[src/rtl/mips_muldiv.sv]
// MIPS HI/LO multiply/divide unit: 32-step iterative shift-add multiply and
// restoring divide, plus MTHI/MTLO writes; fixed 32-cycle latency.
module mips_muldiv (
    input  logic        clk,
    input  logic        rst,
    input  logic        start,
    input  logic [1:0]  op,
    input  logic [31:0] a,
    input  logic [31:0] b,
    input  logic        mthi,
    input  logic        mtlo,
    input  logic [31:0] wdata,
    output logic        busy,
    output logic        done,
    output logic [31:0] hi,
    output logic [31:0] lo
);

    localparam int unsigned W    = 32;
    localparam int unsigned CW   = 6;
    localparam int unsigned LAST = 31;

    typedef enum logic {IDLE, RUN} state_t;

    state_t          state;
    logic [CW-1:0]   cnt;
    logic            is_div;
    logic            neg_q;
    logic            neg_r;
    logic [W-1:0]    a_r;
    logic [W-1:0]    opnd;
    logic [W-1:0]    acc_hi;
    logic [W-1:0]    acc_lo;

    logic            sgn;
    logic [W-1:0]    mag_a;
    logic [W-1:0]    mag_b;

    logic [W:0]      add_sum;
    logic [W:0]      sh_rem;
    logic [W-1:0]    sub_rem;
    logic            ge;
    logic [2*W-1:0]  mul_next;
    logic [W-1:0]    nxt_hi;
    logic [W-1:0]    nxt_lo;
    logic [2*W-1:0]  prod;
    logic [W-1:0]    res_hi;
    logic [W-1:0]    res_lo;

    // Operand magnitudes for the signed ops, taken straight from the inputs
    always_comb begin
        sgn   = ~op[0];
        mag_a = (sgn && a[W-1]) ? W'(-a) : a;
        mag_b = (sgn && b[W-1]) ? W'(-b) : b;
    end

    // One iteration: multiply shifts the accumulator right, divide shifts left
    always_comb begin
        add_sum  = {1'b0, acc_hi} + {1'b0, opnd};
        sh_rem   = {acc_hi, acc_lo[W-1]};
        ge       = (sh_rem >= {1'b0, opnd});
        sub_rem  = sh_rem[W-1:0] - opnd;
        mul_next = acc_lo[0] ? {add_sum, acc_lo[W-1:1]}
                             : {1'b0, acc_hi, acc_lo[W-1:1]};
        if (is_div) begin
            nxt_hi = ge ? sub_rem : sh_rem[W-1:0];
            nxt_lo = {acc_lo[W-2:0], ge};
        end else begin
            nxt_hi = mul_next[2*W-1:W];
            nxt_lo = mul_next[W-1:0];
        end
    end

    // Sign correction applied to the final step's values as HI/LO are loaded
    always_comb begin
        prod   = {nxt_hi, nxt_lo};
        res_hi = nxt_hi;
        res_lo = nxt_lo;
        if (is_div) begin
            if (opnd == '0) begin
                res_hi = a_r;
                res_lo = '1;
            end else begin
                res_lo = neg_q ? W'(-nxt_lo) : nxt_lo;
                res_hi = neg_r ? W'(-nxt_hi) : nxt_hi;
            end
        end else if (neg_q) begin
            {res_hi, res_lo} = (2*W)'(-prod);
        end
    end

    always_ff @(posedge clk or negedge rst) begin
        if (!rst) begin
            state  <= IDLE;
            cnt    <= '0;
            is_div <= 1'b0;
            neg_q  <= 1'b0;
            neg_r  <= 1'b0;
            a_r    <= '0;
            opnd   <= '0;
            acc_hi <= '0;
            acc_lo <= '0;
            busy   <= 1'b0;
            done   <= 1'b0;
            hi     <= '0;
            lo     <= '0;
        end else begin
            done <= 1'b0;
            case (state)
                IDLE: begin
                    if (start) begin
                        state  <= RUN;
                        busy   <= 1'b1;
                        cnt    <= '0;
                        is_div <= op[1];
                        neg_q  <= sgn & (a[W-1] ^ b[W-1]);
                        neg_r  <= sgn & a[W-1];
                        a_r    <= a;
                        acc_hi <= '0;
                        opnd   <= op[1] ? mag_b : mag_a;
                        acc_lo <= op[1] ? mag_a : mag_b;
                    end else begin
                        if (mthi) hi <= wdata;
                        if (mtlo) lo <= wdata;
                    end
                end
                RUN: begin
                    acc_hi <= nxt_hi;
                    acc_lo <= nxt_lo;
                    if (cnt == CW'(LAST)) begin
                        state <= IDLE;
                        busy  <= 1'b0;
                        done  <= 1'b1;
                        hi    <= res_hi;
                        lo    <= res_lo;
                    end else begin
                        cnt <= cnt + CW'(1);
                    end
                end
                default: state <= IDLE;
            endcase
        end
    end

endmodule

[config.mk]
export PLATFORM = sky130hd
export DESIGN_NAME = mips_muldiv
export DESIGN_NICKNAME = d
export VERILOG_FILES = /design/src/rtl/mips_muldiv.sv
export SDC_FILE = /design/constraint.sdc
export NUM_CORES = 1
export LEC_CHECK = 0
export BUFFER_PORTS_ARGS = -buffer_cell sky130_fd_sc_hd__buf_2
export CAP_MARGIN = 20
export CELL_PAD_IN_SITES_DETAIL_PLACEMENT = 1
export CELL_PAD_IN_SITES_GLOBAL_PLACEMENT = 2
export CORE_MARGIN = 5
export CORE_UTILIZATION = 33
export CTS_CLUSTER_DIAMETER = 30
export DETAILED_ROUTE_END_ITERATION = 16
export GPL_TIMING_DRIVEN = 0
export PLACE_DENSITY = 0.75
export SLEW_MARGIN = 40
export SYNTH_ARGS = -nofsm -noshare
export SYNTH_HDL_FRONTEND = slang
export SYNTH_SLANG_ARGS = --single-unit
[constraint.sdc]
create_clock -name clk -period 4.9 [get_ports clk]
set_clock_uncertainty 0.15 [all_clocks]
set_input_delay 0 -clock clk [delete_from_list [all_inputs] [get_ports clk]]
set_output_delay 0 -clock clk [all_outputs]
set_load 0.01 [all_outputs]
# --- After elaboration in Yosys (flattened, before gate mapping) ---
# Cells that the tools add are included.
totals:
  regBits: 204
  latchBits: 0
  mem_bits_rw: 0
  romBits: 0
  in_bits: 103
  wordCells: 81
  memories: 0
op_classes:
  n_addsub: 8
  n_mul: 0
  n_div: 0
  n_lt_le_gt_ge: 1
  n_eq_ne: 7
  shift: 0
  n_mux: 39
  bitwise_logic: 5
  n_reduce_logical: 8
ops:
  columns: ["cell", "n"]
  rows:
  - ["$mux W32", 23]
  - ["$pmux W32 S2", 4]
  - ["$neg A32 Y32", 4]
  - ["$mux W64", 1]
  - ["$neg A64 Y64", 1]
  - ["$add A32 B32 Y33", 1]
  - ["$ge A33 B32 Y1", 1]
  - ["$logic_not A32 Y1", 1]
  - ["$sub A32 B32 Y32", 1]
  - ["$mux W6", 2]
  - ["$pmux W6 S2", 1]
  - ["$ne A2 B2 Y1 const B", 5]
  - ["$add A6 B1 Y6 const B", 1]
  - ["$eq A6 B5 Y1 const B", 1]
  - ["$mux W1", 6]
  - ["$reduce_and A2 Y1", 3]
  - ["$reduce_and A3 Y1", 2]
  - ["$pmux W1 S2", 2]
  - ["$and A1 B1 Y1", 2]
  - ["$logic_and A1 B1 Y1", 2]
  - ["$ne A2 B1 Y1 const B", 1]
  - ["$not A1 Y1", 2]
  - ["$xor A1 B1 Y1", 1]

# --- Logic depth before layout (Yosys ltp) ---
# Gate-level depths: netlist of run 1.
logic_depth:
  word_depth: 9
  ltp_mapped: 23
  mapped_depth_nobuf: 19

# --- Least setup slack after synthesis of run 1 ---
# Ideal clock, no wire load.
synth_timing:
  path_kind: "register to register"
  from: "register opnd[20]"
  to: "register hi[26]"
  setup_ns: 0.104
  t_arrival_ns: 4.950
  t_required_ns: 4.646
  setup_slack_ns: -0.304
  path_stages_with_launch: 23
  synth_period_minus_slack_ns: 5.204
  path_cell_list: "dfrtp_1 > inv_1 > ha_1 > buf_4 > a21oi_4 > o21ai_2 > a21o_1 > a221oi_4 > buf_2 > a31o_2 > ha_1 > o21ai_1 > or3_1 > or2_1 > clkbuf_1 > nand2b_1 > or3_1 > buf_2 > or3_4 > or3_1 > o21ai_0 > xor2_1 > a221oi_1"
synth_between:
  elab_chain_len: 9
  word_cells_on_any_way: 16
  cone_classes: "add/sub (4); order compare (1); mux (10); reduce/logical (1)"
synth_lines:
  columns: ["item", "line", "text"]
  rows:
  - ["start, declared", "31", "logic [W-1:0] opnd;"]
  - ["start signal, assigned", "120", "opnd <= op[1] ? mag_b : mag_a;"]
  - ["$add A32 B32 Y33, or another cell as far along", "59", "add_sum = {1'b0, acc_hi} + {1'b0, opnd};"]
  - ["$mux W64 / $mux W32 (equally long branches)", "63, 66", null]
  - ["$mux W32", "65", "if (is_div) begin"]
  - ["$neg A32 Y32", "85", "res_hi = neg_r ? W'(-nxt_hi) : nxt_hi;"]
  - ["$mux W32", "85", null]
  - ["$mux W32", "80", "if (opnd == '0) begin"]
  - ["$mux W32 (*)", "79", "if (is_div) begin"]
  - ["$mux W32 (*)", "130", "if (cnt == CW'(LAST)) begin"]
  - ["$pmux W32 S2 (*)", "109", "case (state)"]
  - ["end signal, assigned", "123", "if (mthi) hi <= wdata;"]
  - ["end signal, assigned", "134", "hi <= res_hi;"]
  - ["end, declared", "15", "output logic [31:0] hi,"]
# Mark *: on every way between the ends. The rest lies on a longest branch, timed or not. The select of a mux whose other input is x is not followed.
# A chain may end at the register's enable or synchronous reset.

# --- Worst setup path after layout of run 1 ---
layout_timing:
  from: "register opnd[26]"
  to: "register hi[22]"
layout_between:
  elab_chain_len: 9
  word_cells_on_any_way: 13
  cone_classes: "add/sub (2); order compare (1); mux (9); reduce/logical (1)"
layout_lines:
  columns: ["item", "line", "text"]
  rows:
  - ["$ge A33 B32 Y1", "61", "ge = (sh_rem >= {1'b0, opnd});"]
  - ["$mux W32", "66", "nxt_hi = ge ? sub_rem : sh_rem[W-1:0];"]
  - ["$mux W32", "65", null]
  - ["$neg A32 Y32", "85", null]
  - ["$mux W32", "85", null]
  - ["$mux W32", "80", null]
  - ["$mux W32 (*)", "79", null]
  - ["$mux W32 (*)", "130", null]
  - ["$pmux W32 S2 (*)", "109", null]
# Marked as above.

==> flow_summary.ini, run 1 <==
[hold_path]
hold_path.class = primary input to flop

[setup_path]
critPathCaptureType = flop
crit_top_cell = or3_4
critical_path.max_stage_delay_ps = 480
cp-start-kind = flop
crit_buf_inv = 2
worstPathRequired_ps = 5260
crit_family = simple AND/OR/NAND/NOR gates
path_class = flop to flop
cp_cell_sequence = inv_2, ha_4, a21o_1, a31oi_4, o221ai_4, a221oi_4, buf_6, a31o_4, ha_4, o21ai_4, or3_4, or2_4, nand2b_4, or3_4, or3_4, or3_4, o21ai_4, xor2_2, nand2_1, a41oi_2
cp_max_fo = 5
arrival_ps = 5450
slowest_stage = dfrtp_2

[layout]
final_net_count = 2985
area_delta_synth_final_pct = 38.51
multiInputGateArea_um2 = 13500
fillers = 6585
drive_above_1_share_pct = 24.57
final_cells = 3606
regArea_um2 = 5156

[drt]
wl_per_cell_um = 29.88
antenna_left = 0
first_pass_iters = 7
viasPerCell = 6.100
route.detailed.drc = 0
vias = 21998
drt_first_iter_violations = 1905
routed_wl_mm = 107.8

[yosys]
yosys_register_bits = 204
synthArstFlopShare_pct = 100.0
syn_nets = 2556
synth_cell_types = 91
synth_area_leaders = dfrtp_1 (28%), o21ai_0 (6.3%), nand2_1 (5.9%)
synth_area_leader_cell = dfrtp_1
synth_flop_cell = dfrtp_1
synth_common_cells = nand2_1 (290), o21ai_0 (231), a21oi_1 (206)
ys_warn_count = 0
yosysMostFrequentCell = nand2_1
synth_top_area_share_pct = 27.75
netlist_area_um2 = 18400
synth_edf_count = 0
synth.avg_cell_area_um2 = 7.723
synthCells = 2382
ys_seq_area_share_pct = 27.75

[die]
fp.coreArea_um2 = 55200
initial_core_util_pct = 33.32
rows = 86
die_h_um = 246.1
io_pins = 169
dieArea_um2 = 60570
die_w_um = 246.1

[place]
post-dp-hpwl_mm = 80.74
io_buffers = 167
place_congestion = 0.9535
placed_cells = 3299

[global_routing]
grt_max_degree = 74
overflow = 0
gr-usage-all-layers_pct = 34.44
grt_pass1_vias = 22454
grt_first_pass_wirelength_mm = 154.8
antenna_found_initial = 3

[clocking]
clock_latency_ps = 600
cts.path.max_buffers = 3
numCtsBuffers = 55
cts_root_buf = clkbuf_16
cts_tree = done
cts-htree-levels = 2
path_clk_slew_ps = 50
clock-sinks = 204

[sta]
fmaxAchievable_ghz = 0.1968
hold_slack_ps = 102.2
fin_crit_ps = 5081
rsz0062_at_grt = true
fin_crit_sh_pct = 103.7
hold_viol_final = 0
maxSlewHeadroom_pct = 42.03
worstMarginPinSlew_ps = 869.6
slew_viol_final = 0
setup_slack_ps = -180.8
setup_viol = 10

[flow_run]
maxCapViolCount = 0

[status]
status = finished, violations left
violations = negative setup slack
[per-stage QoR]
step | setup slack, ps | util, % | setup TNS, ps | cell area (µm²)
global route | -282.7 | 46.16 | -2099 | 25480
finish | -180.8 | 46.16 | -876.9 | 25480
detailed placement | -1490 | 36.83 | -39300 | 20330
global placement | -1660 | 36.66 | -74060 | 20240
floorplan | -22.47 | - | -36.48 | 18470
CTS | -298.6 | 44.90 | -1798 | 24780
[registers in the layout, summed over array words and instances (netlist names)]
signal and flops:
done 1, neg_q 1, acc_lo 32, state 1, cnt 6, opnd 32, a_r 32, neg_r 1
hi 32, busy 1, lo 32, is_div 1, acc_hi 32
[final timing paths]
kind	start	endpoint	slack [ps]	cells after the start
setup / recovery	opnd[26]	hi[22]	-180	20
hold / removal	wdata[17]	lo[17]	100	4
setup reg to reg	opnd[26]	hi[22]	-180	20
hold reg to reg	a_r[1]	a_r[1]	350	2
max in group asynchronous	rst	opnd[21]	3430	5
min in group asynchronous	rst	done	360	4
[layout by cell type (no fill, tap or decap), drive strengths merged, types with 63 or more instances in the layout]
cell and n:
ha 69, nand2 291, o21ai 249, dfrtp 204
clkbuf 172, nor2 191, xor2 86, a21oi 213
mux2i 63, xnor2 90, inv 73, buf 314
dlygate4sd3 111
[worst min-delay path: stages]
cell and delay [ps]:
dlygate4sd3_1 530, buf_2 120, nand2_1 80, a31oi_1 80
[per-layer routing]
| layer | wire [µm] | global-route usage, % | part of all wire, % | up-vias |
|---|---|---|---|---|
| met5 | 16 | 0 | 0.015 | - |
| met4 | 5270 | 14.08 | 4.9 | 2 |
| met3 | 8827 | 7.496 | 8.2 | 237 |
| met2 | 48460 | 54.68 | 45 | 1015 |
| met1 | 45170 | 45.64 | 42 | 11178 |
| li1 | - | - | - | 9566 |
[cells by family after synthesis]
group           after synthesis  share of synthesized area (%)
compound gates              810                          27.88
xor+xnor                    176                          8.380
fa+ha+maj                    71                          4.911
buf+inv                     233                          5.108
flops                       204                          27.75
mux                         100                          5.693
simple gates                788                          20.28
[cell type report]
type | count | area share (%)
Timing Repair Buffer | 384 | 11.17
Multi-Input combinational cell | 1945 | 52.99
Buffer | 145 | 2.740
Inverter | 76 | 1.120
Antenna cell | 1 | 0.009821
Clock buffer | 68 | 5.986
Tap cell | 748 | 3.673
Sequential cell | 204 | 20.24
Clock inverter | 35 | 2.072
[what timing repair did]
action                     CTS  global route
setup endpoints to repair   57            40
buffers inserted            70            31
hold buffers               112             0
cloned                       0             1
hold endpoints to repair   276             0
pin swaps                   48            44
gates resized for setup    189           106
Power of run 1 is not shown: default switching activity piles up to over one toggle a cycle in this logic, so the estimate is an artifact.
==> run 2: changes to the inputs <==
CELL_PAD_IN_SITES_DETAIL_PLACEMENT = 0   (was 1)
==> run 2 against run 1 <==
Flip-flop and latch count stayed put. Critical endpoint unchanged. Setup slack got worse by 10 ps. Global-route usage down 1.9 points. Largest cell class unchanged. The run still ends with negative setup slack left. First-iteration DRC count up 21%. Non-clock buffer count increased by 16. Sequential share of layout area about the same. Count of clock-buffer cells in the layout grew 4.
==> flow_summary.ini, run 2 (same netlist as run 1, synthesis figures left out) <==
[status]
status = finished, violations left
violations = negative setup slack

[die]
fp.coreArea_um2 = 55200
io_pins = 169
rows = 86
initial_core_util_pct = 33.32
die_h_um = 246.1
die_w_um = 246.1
dieArea_um2 = 60570

[place]
dp_slack_ps = -1400
post-dp-hpwl_mm = 77.91
place_congestion = 0.9535
placed_area_um2 = 20330
io_buffers = 167
placed_cells = 3299

[setup_path]
cp_cell_sequence = ha_2, nand2_2, nor3_4, a221oi_4, a21bo_4, buf_12, a31o_4, ha_4, o21ai_4, or3_4, or2_4, nand2b_4, or3_4, or3_4, or3_4, o21ai_4, xor2_2, nand2_1, a41oi_2
arrival_ps = 5450
slowest_stage = dfrtp_1
cp-start-kind = flop
crit_top_cell = or3_4
cp_max_fo = 5
crit_family = simple AND/OR/NAND/NOR gates
worstPathRequired_ps = 5260
critical_path.max_stage_delay_ps = 520
critPathCaptureType = flop
crit_buf_inv = 1
path_class = flop to flop

[drt]
drt_first_iter_violations = 2303
vias = 21586
route.detailed.drc = 0
wl_per_cell_um = 28.38
routed_wl_mm = 102.7
first_pass_iters = 5
viasPerCell = 5.963
antenna_left = 0

[sta]
slew_viol_final = 0
fin_crit_ps = 5091
setup_viol = 10
hold_viol_final = 0
fmaxAchievable_ghz = 0.1964
setup_slack_ps = -191.2
fin_crit_sh_pct = 103.9
worstMarginPinSlew_ps = 959.1
hold_slack_ps = 28.93
rsz0062_at_grt = true
maxSlewHeadroom_pct = 36.06

[clocking]
cts.path.max_buffers = 3
clock-sinks = 204
path_clk_slew_ps = 40
clock_latency_ps = 610
cts-htree-levels = 2
cts_tree = done
numCtsBuffers = 55
cts_root_buf = clkbuf_16

[layout]
final_cells = 3620
layout_common_cells = nand2_1 (282), o21ai_0 (219), nor2_1 (186), a21oi_1 (186), buf_2 (182)
final_area_um2 = 25480
antenna_cells = 0
fillers = 5591
drive_above_1_share_pct = 24.58
area_delta_synth_final_pct = 38.54
final_net_count = 3001
final_common_cell = nand2_1

[global_routing]
antenna_found_initial = 6
overflow = 0
grt_max_degree = 74
gr-usage-all-layers_pct = 32.56
grt_pass1_vias = 20813
grt_first_pass_wirelength_mm = 145.5

[hold_path]
hold_path.class = primary input to flop

[flow_run]
maxCapViolCount = 0
run 2: changes by cell type in the layout (fill, tap and decap cells not counted), moves of 5 or more:
cell     delta
o21ai_1     -7
dfrtp_1     -6
buf_4      +17
a21oi_1     -5
o21ai_0     +9
dfrtp_2     +6
a21oi_2     +6
run 2: routing by layer:
layer	track usage [%]	up-vias	share of wire (%)
met5	0	-	0.016
met4	11.31	2	4.2
met3	7.333	232	9.4
met2	51.49	1077	45
met1	44.00	10684	41
li1	-	9591	-
run 2: layout make-up:
type,count,area [µm²],area share [%]
multi-input cells,1945,13380,52.51
clock buffers,72,1562,6.127
inverters,76,285.3,1.119
clock inverters,30,485.5,1.905
plain buffers,145,704.4,2.764
repair buffers,400,2965,11.64
well taps,748,935.9,3.672
flip-flops and latches,204,5164,20.26
run 2: worst reg2reg max path, stage by stage (launching register included):
cell	delay [ps]
dfrtp_1	520
ha_2	400
nand2_2	140
nor3_4	70
a221oi_4	360
a21bo_4	200
buf_12	110
a31o_4	190
ha_4	160
o21ai_4	60
or3_4	340
or2_4	240
nand2b_4	140
or3_4	370
or3_4	370
or3_4	460
o21ai_4	190
xor2_2	200
nand2_1	110
a41oi_2	220
run 2: per-stage QoR:
stage	setup TNS, ps	util [%]
after floorplan	-36.48	-
after global placement	-74060	36.66
after detailed placement	-37240	36.83
after CTS	-1805	44.77
after global routing	-2170	46.17
final	-680.2	46.17
run 2: final timing paths:
path | start | endpoint | slack, ps | cells after the start
setup / recovery | acc_hi[15] | hi[22] | -190 | 19
hold / removal | op[1] | opnd[25] | 30 | 3
setup reg to reg | acc_hi[15] | hi[22] | -190 | 19
hold reg to reg | a_r[1] | a_r[1] | 340 | 2
max in group asynchronous | rst | opnd[21] | 3420 | 5
min in group asynchronous | rst | hi[25] | 370 | 4
run 2: timing repair:
action	CTS	global route
resized for setup	171	107
hold buffers	113	0
buffers inserted	74	42
pin swaps	48	62
endpoints found under the hold margin	277	0
setup endpoints to repair	53	28
cloned	0	1
Power of run 2 is left out for the same reason.
==> run 3: changes to the inputs <==
SETUP_SLACK_MARGIN = 0.3   (was default)
==> run 3 against run 2 <==
The run still ends with negative setup slack left. Die area is the same. First-iteration DRC count fell by 7.8%. Design area grew 0.52%. Wire length decreased by 1.6%. Critical path depth up 4. Register-to-register slack got worse by 180 ps. Via count fell by 0.39%. Non-clock buffer count down 9.
==> flow_summary.ini, run 3 (same netlist as run 1, synthesis figures left out) <==
[layout]
final_common_cell = nand2_1
final_net_count = 2993
final_cells = 3615
final_area_um2 = 25620
fillers = 5519
drive_above_1_share_pct = 24.66
layout_common_cells = nand2_1 (281), o21ai_0 (195), a21oi_1 (193)
antenna_cells = 0
regArea_um2 = 5156
area_delta_synth_final_pct = 39.25
multiInputGateArea_um2 = 13430

[die]
initial_core_util_pct = 33.32
fp.coreArea_um2 = 55200
die_h_um = 246.1
rows = 86
die_w_um = 246.1
dieArea_um2 = 60570
io_pins = 169

[place]
placed_area_um2 = 20360
placed_cells = 3300
dp_slack_ps = -1493
post-dp-hpwl_mm = 77.81
io_buffers = 167
place_congestion = 0.9898

[clocking]
cts_tree = done
numCtsBuffers = 56
cts-htree-levels = 2
cts.path.max_buffers = 3
clock-sinks = 204
cts_root_buf = clkbuf_16
path_clk_slew_ps = 40
clock_latency_ps = 610

[sta]
rsz0062_at_grt = true
maxSlewHeadroom_pct = 34.22
fin_crit_sh_pct = 107.6
slew_viol_final = 0
fmaxAchievable_ghz = 0.1896
worstMarginPinSlew_ps = 986.7
tns_ps = -4632
hold_viol_final = 0
setup_viol = 23
fin_crit_ps = 5273
setup_slack_ps = -373.2

[drt]
antenna_left = 0
route.detailed.drc = 0
wl_per_cell_um = 27.98
drt_first_iter_violations = 2123
routed_wl_mm = 101.1
vias = 21501
first_pass_iters = 6
viasPerCell = 5.948

[global_routing]
gr-usage-all-layers_pct = 32.34
overflow = 0
antenna_found_initial = 3
grt_first_pass_wirelength_mm = 145.3
grt_max_degree = 73
grt_pass1_vias = 20918

[setup_path]
critical_path.max_stage_delay_ps = 480
worstPathRequired_ps = 5200
cp_max_fo = 9
cp-start-kind = flop
reg2regPathDepth = 23
slowest_stage = dfrtp_2
critPathCaptureType = flop
path_class = flop to flop
worst-path-stages = 23
crit_buf_inv = 5
crit_top_cell = or3_4
cp_cell_sequence = inv_1, ha_1, buf_6, nand4_1, nor3_1, and2_4, a221oi_4, buf_6, a31o_4, ha_4, o21ai_4, or3_4, or2_1, clkbuf_8, nand2b_4, or3_4, buf_8, or3_4, or3_4, nand2_2, xor2_1, a221oi_2, o41ai_2
crit_family = simple AND/OR/NAND/NOR gates
arrival_ps = 5570

[status]
status = finished, violations left
violations = negative setup slack

[hold_path]
min_path_cells = 3
hold_path.class = primary input to flop

[flow_run]
maxCapViolCount = 0
run 3: per-stage QoR:
| stage | util, % | hold slack (ps) |
|---|---|---|
| 2_1_floorplan | - | -445.6 |
| 3_5_place_dp | 36.89 | -259.6 |
| 3_3_place_gp | 36.67 | 147.1 |
| 5_1_grt | 46.41 | 96.12 |
| 4_1_cts | 45.44 | 87.19 |
| 6_report | 46.41 | 99.24 |
run 3: timing repair:
action / CTS / global route
hold buffers: 111 / 0
hold endpoints to repair: 277 / 0
gates resized for setup: 241 / 88
pin swaps: 56 / 51
setup buffers: 74 / 23
endpoints found under the setup margin: 65 / 40
gates cloned: 0 / 0
run 3: metal layers:
metal / GRT usage (%) / wire length [µm]
met2: 51.14 / 45180
met5: 0 / 13
met4: 11.68 / 4370
met1: 44.18 / 43390
met3: 6.238 / 8178
run 3: final timing paths:
check	to	slack, ps	start
worst min-delay path	a_r[23]	100	a[23]
worst max-delay path	hi[14]	-370	opnd[23]
max in group asynchronous	opnd[8]	3190	rst
worst max register to register	hi[14]	-370	opnd[23]
min in group asynchronous	cnt[2]	320	rst
worst min register to register	a_r[1]	350	a_r[1]
run 3: worst reg2reg max path, cell delays in order, from the launching register on:
cell      delay, ps
dfrtp_2         480
inv_1            80
ha_1            300
buf_6           140
nand4_1         140
nor3_1           70
and2_4          180
a221oi_4        390
buf_6           170
a31o_4          170
ha_4            150
o21ai_4          60
or3_4           340
or2_1           220
clkbuf_8        140
nand2b_4        150
or3_4           370
buf_8           130
or3_4           340
or3_4           410
nand2_2          80
xor2_1           80
a221oi_2        290
o41ai_2         110
run 3: layout make-up:
class,instances,share of cell area (%)
repair buffers,379,11.20
flip-flops and latches,204,20.13
inverters,76,1.114
clock inverters,34,2.247
plain buffers,157,3.180
clock buffers,72,6.057
well taps,748,3.654
multi-input cells,1945,52.43
Power of run 3 is left out for the same reason.
